===== src/rtl/mem_wb_pipe.sv =====
// MEM/WB pipeline register: per-lane register-file writes, HI/LO and LL-bit
// writeback, with flush, bubble and hold handling and a retired-instruction
// counter. Every output is driven directly from a flop.
module mem_wb_pipe #(
    parameter int DATA_W = 32,
    parameter int ADDR_W = 5,
    parameter int LANES  = 1
) (
    input  logic                      clk,
    input  logic                      rst,
    input  logic                      stall_mem,
    input  logic                      stall_wb,
    input  logic                      flush,
    input  logic                      in_valid,
    input  logic [LANES*DATA_W-1:0]   wdata,
    input  logic [LANES*ADDR_W-1:0]   waddr,
    input  logic [LANES-1:0]          wr_en,
    input  logic [DATA_W-1:0]         hi_i,
    input  logic [DATA_W-1:0]         lo_i,
    input  logic                      whilo,
    input  logic                      llbit_we,
    input  logic                      llbit_val,
    output logic [LANES*DATA_W-1:0]   wb_wdata,
    output logic [LANES*ADDR_W-1:0]   wb_waddr,
    output logic [LANES-1:0]          wb_wr_en,
    output logic [DATA_W-1:0]         wb_hi,
    output logic [DATA_W-1:0]         wb_lo,
    output logic                      wb_whilo,
    output logic                      wb_llbit_we,
    output logic                      wb_llbit_val,
    output logic                      wb_valid,
    output logic [31:0]               retire_cnt
);

    typedef enum logic [2:0] {
        ACT_RESET,
        ACT_FLUSH,
        ACT_BUBBLE,
        ACT_HOLD,
        ACT_CAPTURE
    } action_t;

    action_t            action;
    logic [LANES-1:0]   lane_nz;
    logic [LANES-1:0]   cap_wr_en;

    // Writes to register 0 are architecturally discarded, so flag non-zero destinations.
    for (genvar k = 0; k < LANES; k++) begin : g_lane
        assign lane_nz[k] = |waddr[k*ADDR_W +: ADDR_W];
    end

    // Lane enables as they would be captured: gated by a real instruction and a non-zero address.
    always_comb begin
        cap_wr_en = wr_en & lane_nz & {LANES{in_valid}};
    end

    // Pick the single action for this cycle: reset > flush > bubble > hold > capture.
    always_comb begin
        action = ACT_CAPTURE;
        if (rst)
            action = ACT_RESET;
        else if (flush)
            action = ACT_FLUSH;
        else if (stall_mem && !stall_wb)
            action = ACT_BUBBLE;
        else if (stall_wb)
            action = ACT_HOLD;
    end

    // Writeback register update; flush and bubble both load an all-zero slot but keep the count.
    always_ff @(posedge clk) begin
        case (action)
            ACT_RESET, ACT_FLUSH, ACT_BUBBLE: begin
                wb_wdata     <= '0;
                wb_waddr     <= '0;
                wb_wr_en     <= '0;
                wb_hi        <= '0;
                wb_lo        <= '0;
                wb_whilo     <= 1'b0;
                wb_llbit_we  <= 1'b0;
                wb_llbit_val <= 1'b0;
                wb_valid     <= 1'b0;
                if (action == ACT_RESET)
                    retire_cnt <= '0;
            end
            ACT_CAPTURE: begin
                wb_wdata     <= wdata;
                wb_waddr     <= waddr;
                wb_wr_en     <= cap_wr_en;
                wb_hi        <= hi_i;
                wb_lo        <= lo_i;
                wb_whilo     <= whilo & in_valid;
                wb_llbit_we  <= llbit_we & in_valid;
                wb_llbit_val <= llbit_val;
                wb_valid     <= in_valid;
                if (in_valid)
                    retire_cnt <= retire_cnt + 32'd1;
            end
            default: begin
                // hold: every output keeps its value
            end
        endcase
    end

endmodule


===== config.mk =====
export PLATFORM = sky130hd
export DESIGN_NAME = mem_wb_pipe
export DESIGN_NICKNAME = d
export VERILOG_FILES = /design/src/rtl/mem_wb_pipe.sv
export SDC_FILE = /design/constraint.sdc
export NUM_CORES = 1
export LEC_CHECK = 0
export BUFFER_PORTS_ARGS = -buffer_cell sky130_fd_sc_hd__buf_2
export CAP_MARGIN = 20
export CORE_MARGIN = 2
export CORE_UTILIZATION = 30
export CTS_CLUSTER_SIZE = 30
export DETAILED_ROUTE_END_ITERATION = 10
export GPL_TIMING_DRIVEN = 1
export PLACE_DENSITY_LB_ADDON = 0.05
export REMOVE_ABC_BUFFERS = 1
export SYNTH_ARGS = -nofsm -noshare
export SYNTH_HDL_FRONTEND = slang
export SYNTH_SLANG_ARGS = --single-unit

===== constraint.sdc =====
create_clock -name clk -period 2.85 [get_ports clk]
set_input_delay 0.4275 -clock clk [delete_from_list [all_inputs] [get_ports clk]]
set_output_delay 0.4275 -clock clk [all_outputs]
set_load 0.03 [all_outputs]

==> impl_metrics.env, run 1 <==
export IMPL_status="finished, final reports clean"
export IMPL_rrSetupSlack_ps=670
export IMPL_synth_edf_count=138
export IMPL_finalSetupViolations=0
export IMPL_finalPower_mw=5.14
export IMPL_routed_via_density=4.45
export IMPL_fin_skew_ps=6.45
export IMPL_rr_worst_depth=5
export IMPL_synth_seq_area_share_pct=72.0
export IMPL_synth_area_per_cell_sq_um=14.4
export IMPL_cts_resized=0
export IMPL_synth_area_sq_um=5750
export IMPL_layout_drive_gt1_share_pct=43.9
export IMPL_setup_slack_ps=672
export IMPL_grt_use_total_pct=14.5
export IMPL_num_rows=50
export IMPL_r2r_start="retire_cnt[0]"
export IMPL_antenna_found_initial=2
export IMPL_cellPowerDensity_nw_per_um2=654
export IMPL_worstReg2RegEnd="retire_cnt[28]"
export IMPL_fp_dieW_um=142
export IMPL_async_reset_ff_share_pct=0
export IMPL_n_antenna_cell=0
export IMPL_ir_drop_v=0.000400
export IMPL_drc=0
export IMPL_cp_required_ps=3090
export IMPL_cts_buffers=17
export IMPL_finalHoldViolCount=0
export IMPL_dp_worst_setup_slack_ps=664
export IMPL_regArea_sq_um=4140
export IMPL_dieArea_sq_um=20300
export IMPL_crit_type="register to register"
export IMPL_hp_start="lo_i[15]"
export IMPL_critPathTopFamily="simple AND/OR/NAND/NOR gates"
export IMPL_cts_clk_slew_worst_paths_ps=70
export IMPL_initial_utilization_pct=30.6
export IMPL_wl_per_cell_um=16.2
export IMPL_cts_tree="built"
export IMPL_ys_ff_latch=138
export IMPL_via_count=4002
export IMPL_drv_cap=0
export IMPL_fillCellCount=1855
export IMPL_crit_slowest_cell="or4_1"
export IMPL_max_freq_mhz=459
export IMPL_drt_iter0_markers=201
export IMPL_startpoint_type="register"
export IMPL_cts_buffer_depth=2
export IMPL_relSlewSlack_pct=37.5
export IMPL_worstSetupEndpointType="register"
export IMPL_rsz0062_at_grt="false"
export IMPL_cp_max_fo=10
export IMPL_grt_max_degree=88
export IMPL_io_buffers=248
export IMPL_antenna_left=0
export IMPL_cp_cell_sequence="ha_1, and4_1, nand4_2, or4_1, a21oi_1"
export IMPL_die_h_um=142
export IMPL_synth_ff_type="edfxtp_1"
export IMPL_grt_pass1_vias=4114
export IMPL_place_congestion=0.736
export IMPL_cts_root_buffer="clkbuf_16"
export IMPL_post_route_period_util_pct=76.4
export IMPL_drt_wl_total_um=14600
export IMPL_cts_hold_buf=0
export IMPL_grt_pass1_wl_um=22200
export IMPL_area_growth_syn_to_layout_pct=36.7
export IMPL_top_level_ports=249
export IMPL_period_minus_slack_ps=2180
export IMPL_slew_violations=0
export IMPL_multi_input_area_sq_um=1490
export IMPL_place_hpwl_um=10300
export IMPL_synth_cell_type_count=34
export IMPL_hp_class="input pin to register"
export IMPL_cts_sinks=138
export IMPL_critPathBufInv=0
export IMPL_cpPeakStageDelay_ps=580
export IMPL_worstSkewPairLatency_ps=410
export IMPL_finalNetCount=764
export IMPL_firstDrtPassIters=4
export IMPL_coreArea_sq_um=18800
export IMPL_worst_ep_arrival_time_ps=2420
export IMPL_whs_path_depth=2
export IMPL_cts_setup_buffers=0
export IMPL_grt_overflow_total=0
export IMPL_hold_path_end="wb_lo[15]"
export IMPL_tightest_slew_ps=938
export IMPL_h_tree_depth=4
export IMPL_syn_inst=400
export IMPL_yosys_warnings=0
export IMPL_p_leak_nw=3.57
[layout make-up]
cell class              count  area share [%]
flip-flops and latches    138            52.7
multi-input cells         235            18.9
repair buffers            256            16.9
clock buffers              18            5.46
well taps                 234            3.72
clock inverters            14            2.16
inverters                   4           0.191
[flip-flops by register name, indices dropped and copies added, names as in the netlist, 5 cells and up]
register	flops
wb_waddr	5
retire_cnt	32
wb_wdata	32
wb_lo	32
wb_hi	32
[worst max path at each step]
| stage | cells past startpoint | startpoint | slack, ps | endpoint |
|---|---|---|---|---|
| global placement | 5 | retire_cnt[0] | 760 | retire_cnt[28] |
| finish | 5 | retire_cnt[0] | 670 | retire_cnt[28] |
| floorplan | 3 | stall_wb | -3650 | wb_wr_en |
| global route | 5 | retire_cnt[0] | 500 | retire_cnt[22] |
| CTS | 5 | retire_cnt[0] | 650 | retire_cnt[22] |
| detailed placement | 5 | retire_cnt[0] | 660 | retire_cnt[22] |
[cells in the mapped netlist (all sizes together) (8+ instances only)]
cell	instances	area share, %
and2	107	12
or4	9	1.2
clkbuf	16	1.1
xor2	9	1.4
o31ai	8	1.0
nand4	10	1.2
nand2	12	0.78
edfxtp	138	72
nor2	17	1.1
a21oi	13	1.1
[cells by family after synthesis]
kind of cell	synth area share, %
muxes	0.348
adders and majority gates	0.217
DFF	72.0
buffers and inverters	2.26
AOI/OAI and AO/OA	3.48
and+or+nand+nor	19.7
xor gates and xnor gates	1.98
[metal layers]
layer	wire length, um	GRT usage [%]	vias to the layer above
li1	-	-	1962
met1	5860	16.6	1881
met2	7150	23.6	143
met3	1390	7.07	14
met4	163	5.32	2
met5	11	0	-
[where the power goes]
| part | switching, mW | internal (mW) | leakage, nW |
|---|---|---|---|
| combinational | 0.338 | 0.153 | 1.73 |
| sequential | 0.0488 | 2.33 | 1.56 |
| clock | 0.888 | 1.38 | 0.283 |
| total | 1.27 | 3.87 | 3.57 |
[per-stage QoR]
step                cells  hold slack, ps  setup TNS (ps)  cell area, sq um  utilization, %
CTS                   899             261               0              7860            41.9
global route          899             261               0              7860            41.9
global placement      867             625               0              7260            38.7
floorplan             377             626         -387750              5640               -
finish                899             283               0              7860            41.9
detailed placement    867             622               0              7260            38.7
[cell usage in the layout, fill, tap and decap left out, types with 2 or more instances in the layout]
cell        synthesis  layout
a21oi_1            13      13
a31oi_1             2       2
a41o_1              2       2
and2_1            107     107
and3_1              4       4
and4_1              7       7
buf_12              0       2
buf_2               4     248
buf_4               0       6
bufinv_16           0       3
clkbuf_16           0      17
clkinv_2            0       3
clkinvlp_4          0       4
edfxtp_1          138     138
inv_1               4       4
inv_6               0       3
mux2i_1             2       2
nand2_1            12      12
nand2b_1            3       3
nand3_1             6       6
nand4_1             9       9
nor2_1             17      17
o21ai_0             5       5
o31ai_1             8       8
or3_1               5       5
or4_1               9       9
xnor2_1             4       4
xor2_1              9       9
Power figures use the tool's default switching activity.
==> run 2, diff against run 1 <==
- clock period: 2.85 -> 2.04 ns (I/O delays scaled with it)
==> run 2 against run 1 <==
Effect of this change:
- clock power rose by 28%
- utilization up 0.44 points
- sequential cell count is the same
- combinational power is 46% higher
- critical path depth is the same
- sequential share of layout area decreased by 0.55 points
- clock skew up 1.5 ps
- die area did not move
- wire length up 1.4%
- critical path type unchanged
==> impl_metrics.env, run 2 (synthesis results as in run 1) <==
export IMPL_status="finished, final reports clean"
export IMPL_finalPower_mw=6.94
export IMPL_crit_slowest_cell="or4_1"
export IMPL_seqPwrFrac_pct=47.8
export IMPL_cpPeakStageDelay_ps=540
export IMPL_antenna_found_initial=1
export IMPL_final_common_cell="buf_2"
export IMPL_p_comb_share_pct=10.4
export IMPL_area_growth_syn_to_layout_pct=38.2
export IMPL_cts_root_buffer="clkbuf_16"
export IMPL_relSlewSlack_pct=56.7
export IMPL_finalHoldViolCount=0
export IMPL_drv_cap=0
export IMPL_post_route_period_util_pct=93.2
export IMPL_drt_iter0_markers=179
export IMPL_finalNetCount=776
export IMPL_cellPowerDensity_nw_per_um2=873
export IMPL_slew_violations=0
export IMPL_drt_wl_total_um=14800
export IMPL_grt_max_degree=107
export IMPL_antenna_left=0
export IMPL_hp_class="input pin to register"
export IMPL_pwr_share_clk_pct=41.8
export IMPL_layout_drive_gt1_share_pct=44.9
export IMPL_cp_max_fo=10
export IMPL_dieArea_sq_um=20300
export IMPL_tightest_slew_ps=650
export IMPL_die_h_um=142
export IMPL_crit_type="register to register"
export IMPL_place_hpwl_um=10400
export IMPL_cp_cell_sequence="ha_1, and4_1, nand4_4, or4_1, a21oi_1"
export IMPL_fp_dieW_um=142
export IMPL_period_minus_slack_ps=1900
export IMPL_internal_power_mw=5.17
export IMPL_critPathTopFamily="simple AND/OR/NAND/NOR gates"
export IMPL_cts_tree="built"
export IMPL_worst_ep_arrival_time_ps=2160
export IMPL_coreArea_sq_um=18800
export IMPL_switching_share_pct=25.5
export IMPL_cp_required_ps=2300
export IMPL_cts_buffers=17
export IMPL_cts_hold_buf=0
export IMPL_initial_utilization_pct=30.6
export IMPL_cts_sinks=138
export IMPL_drc=0
export IMPL_critPathBufInv=0
export IMPL_grt_pass1_wl_um=22300
export IMPL_fin_skew_ps=7.90
export IMPL_startpoint_type="register"
export IMPL_p_switching_mw=1.77
export IMPL_cts_clk_slew_worst_paths_ps=60
export IMPL_grt_overflow_total=0
export IMPL_p_leak_nw=3.62
export IMPL_finalSetupViolations=0
export IMPL_num_rows=50
export IMPL_ir_drop_v=0.000532
export IMPL_firstDrtPassIters=4
export IMPL_fin_util_pct=42.3
export IMPL_grt_pass1_vias=4063
export IMPL_max_freq_mhz=526
export IMPL_worstSetupEndpointType="register"
export IMPL_routed_via_density=4.48
export IMPL_io_buffers=248
export IMPL_h_tree_depth=4
export IMPL_worstSkewPairLatency_ps=410
export IMPL_wl_per_cell_um=16.2
export IMPL_rsz0062_at_grt="false"
export IMPL_grt_use_total_pct=14.7
export IMPL_via_count=4082
export IMPL_top_level_ports=249
export IMPL_cts_buffer_depth=2
export IMPL_layout_common_cells="buf_2 (248), edfxtp_1 (138), and2_1 (107), nor2_1 (17), clkbuf_16 (17)"
export IMPL_place_congestion=0.762
==> run 2: worst paths after layout <==
kind / from / endpoint / slack, ps / cells after the start
max: retire_cnt[1] / retire_cnt[28] / 140 / 5
min: hi_i[30] / wb_hi[30] / 160 / 2
max reg2reg: retire_cnt[1] / retire_cnt[28] / 140 / 5
min reg2reg: retire_cnt[8] / retire_cnt[8] / 640 / 2
==> run 2: what timing repair did <==
item	in CTS	in global routing
endpoints found under the hold margin	0	0
resized for setup	0	3
buffers inserted	0	0
endpoints found under the setup margin	0	5
==> run 2: final cells by class <==
| class | count | area (sq um) |
|---|---|---|
| Timing Repair Buffer | 268 | 1440 |
| Tap cell | 234 | 293 |
| Clock buffer | 18 | 429 |
| Inverter | 4 | 15.0 |
| Fill cell | 1844 | 10800 |
| Clock inverter | 14 | 121 |
| Sequential cell | 138 | 4140 |
| Multi-Input combinational cell | 235 | 1500 |
| Antenna cell | 1 | 2.50 |
==> run 2: power groups by stage <==
stage          combinational [mW]  sequential [mW]  clock, mW
6_report                    0.718             3.32       2.90
5_1_grt                     0.769             3.34       3.10
4_1_cts                     0.731             3.32       3.00
3_5_place_dp                0.730             3.38          0
3_3_place_gp                0.728             3.37          0
2_1_floorplan              0.0981             3.69          0
==> run 2: per-layer routing <==
metal / vias to the layer above / routed length (um) / part of all wire (%) / track usage (%)
li1: 1989 / - / - / -
met1: 1910 / 5560 / 38 / 16.2
met2: 161 / 7260 / 49 / 23.9
met3: 20 / 1700 / 12 / 8.31
met4: 2 / 235 / 1.6 / 5.05
met5: - / 13 / 0.088 / 0
==> run 2: through the flow <==
| step | instance area (sq um) | std cells | TNS (ps) | worst slack (ps) | hold WS, ps |
|---|---|---|---|---|---|
| floorplan | 5640 | 377 | -488240 | -4340 | 504 |
| global placement | 7380 | 879 | 0 | 116 | 581 |
| detailed placement | 7380 | 879 | 0 | 65.1 | 584 |
| CTS | 7930 | 911 | 0 | 56.6 | 139 |
| global route | 7940 | 911 | 0 | 46.2 | 137 |
| finish | 7950 | 912 | 0 | 138 | 161 |
==> run 3, diff against run 2 <==
- CORE_ASPECT_RATIO: unset -> 0.6
==> run 3 against run 2 <==
Effect of this change:
- power up 0.87%
- global-route usage up 0.40 points
- clock-buffer cell count is 4 higher
- clock skew down 4.2 ps
- sequential share of layout area decreased by 0.57 points
- register-to-register slack hardly changed
- combinational power grew 2.9%
- via count is 1.7% higher
- utilization grew 0.20 points
- worst setup slack worse by 13 ps
- critical path type unchanged
==> impl_metrics.env, run 3 (synthesis results as in run 1) <==
export IMPL_finalNetCount=785
export IMPL_num_rows=39
export IMPL_grt_max_degree=89
export IMPL_final_common_cell="buf_2"
export IMPL_relSlewSlack_pct=67.3
export IMPL_cts_setup_buffers=0
export IMPL_worstSkewPairLatency_ps=420
export IMPL_n_antenna_cell=0
export IMPL_die_h_um=111
export IMPL_drc=0
export IMPL_crit_type="register to register"
export IMPL_drt_wl_total_um=15200
export IMPL_rsz0062_at_grt="false"
export IMPL_cts_tree="built"
export IMPL_internal_power_mw=5.28
export IMPL_whs_ps=158
export IMPL_dieArea_sq_um=20300
export IMPL_p_switching_mw=1.72
export IMPL_fin_skew_ps=3.73
export IMPL_io_buffers=248
export IMPL_antenna_left=0
export IMPL_layout_drive_gt1_share_pct=44.9
export IMPL_pwr_share_clk_pct=42.0
export IMPL_place_hpwl_um=10900
export IMPL_initial_utilization_pct=30.5
export IMPL_coreArea_sq_um=18900
export IMPL_fillCellCount=1822
export IMPL_cts_clk_slew_worst_paths_ps=60
export IMPL_h_tree_depth=4
export IMPL_finalHoldViolCount=0
export IMPL_place_congestion=0.720
export IMPL_cts_buffers=17
export IMPL_seqPwrFrac_pct=47.4
export IMPL_grt_pass1_vias=4073
export IMPL_cp_required_ps=2310
export IMPL_hp_class="input pin to register"
export IMPL_switching_share_pct=24.5
export IMPL_drv_cap=0
export IMPL_critPathBufInv=0
export IMPL_max_freq_mhz=522
export IMPL_tightest_slew_ps=487
export IMPL_grt_overflow_total=0
export IMPL_area_growth_syn_to_layout_pct=39.7
export IMPL_cpPeakStageDelay_ps=560
export IMPL_wl_per_cell_um=16.3
export IMPL_p_leak_nw=3.67
export IMPL_cts_buffer_depth=2
export IMPL_antenna_found_initial=1
export IMPL_cp_max_fo=10
export IMPL_routed_via_density=4.45
export IMPL_post_route_period_util_pct=93.9
export IMPL_ir_drop_v=0.000505
export IMPL_fin_util_pct=42.5
export IMPL_firstDrtPassIters=4
export IMPL_crit_slowest_cell="or4_1"
export IMPL_p_comb_share_pct=10.6
export IMPL_status="finished, final reports clean"
export IMPL_layout_common_cells="buf_2 (248), edfxtp_1 (138), and2_1 (107), buf_4 (24)"
export IMPL_via_count=4152
export IMPL_worst_ep_arrival_time_ps=2190
export IMPL_slew_violations=0
export IMPL_cts_root_buffer="clkbuf_16"
export IMPL_startpoint_type="register"
export IMPL_cp_cell_sequence="ha_1, and4_1, nand4_4, or4_1, a21oi_1"
export IMPL_dp_cells=900
export IMPL_cts_sinks=138
export IMPL_worstSetupEndpointType="register"
export IMPL_grt_use_total_pct=15.1
export IMPL_critPathTopFamily="simple AND/OR/NAND/NOR gates"
export IMPL_finalSetupViolations=0
export IMPL_grt_pass1_wl_um=22900
export IMPL_period_minus_slack_ps=1920
export IMPL_fp_dieW_um=183
export IMPL_top_level_ports=249
export IMPL_cellPowerDensity_nw_per_um2=871
export IMPL_stdcell_count=932
export IMPL_drt_iter0_markers=188
[run 3: cell type report]
type                            count  area [sq um]  share of cell area (%)
Clock buffer                       22           444                    5.53
Inverter                            4          15.0                   0.187
Clock inverter                     10           101                    1.26
Multi-Input combinational cell    235          1500                    18.7
Sequential cell                   138          4140                    51.6
Timing Repair Buffer              277          1520                    18.9
Tap cell                          246           308                    3.83
[run 3: through the flow]
stage / setup TNS, ps / cell area (sq um) / setup slack (ps) / power, mW
floorplan: -488240 / 5640 / -4340 / 3.79
global placement: 0 / 7470 / 108 / 4.12
detailed placement: 0 / 7470 / 48.5 / 4.12
CTS: 0 / 8020 / 35.2 / 7.08
global route: 0 / 8030 / 18.8 / 7.25
finish: 0 / 8030 / 125 / 7.00
[run 3: repair_timing]
| item | in CTS | in global routing |
|---|---|---|
| hold buffers | 0 | 0 |
| endpoints found under the setup margin | 0 | 6 |
| resized for setup | 0 | 3 |
[run 3: metal layers]
layer	vias up	track usage, %	part of all wire [%]
met2	157	22.2	44
met4	2	5.65	1.4
met5	-	0	0.046
met3	16	7.33	10
met1	1972	19.2	44
li1	2005	-	-
[run 3: path summary, 6_finish.rpt]
kind | start | end | slack [ps] | cells after the start
setup reg to reg | retire_cnt[0] | retire_cnt[18] | 120 | 5
setup / recovery | retire_cnt[0] | retire_cnt[18] | 120 | 5
hold / removal | hi_i[27] | wb_hi[27] | 160 | 2
hold reg to reg | retire_cnt[31] | retire_cnt[31] | 670 | 2
[run 3: power by group through the flow]
stage | Clock, mW | Sequential, mW | Combinational, mW
after floorplan | 0 | 3.69 | 0.0981
after CTS | 3.01 | 3.32 | 0.750
after detailed placement | 0 | 3.38 | 0.748
final | 2.94 | 3.32 | 0.739
after global routing | 3.12 | 3.33 | 0.790
after global placement | 0 | 3.37 | 0.749
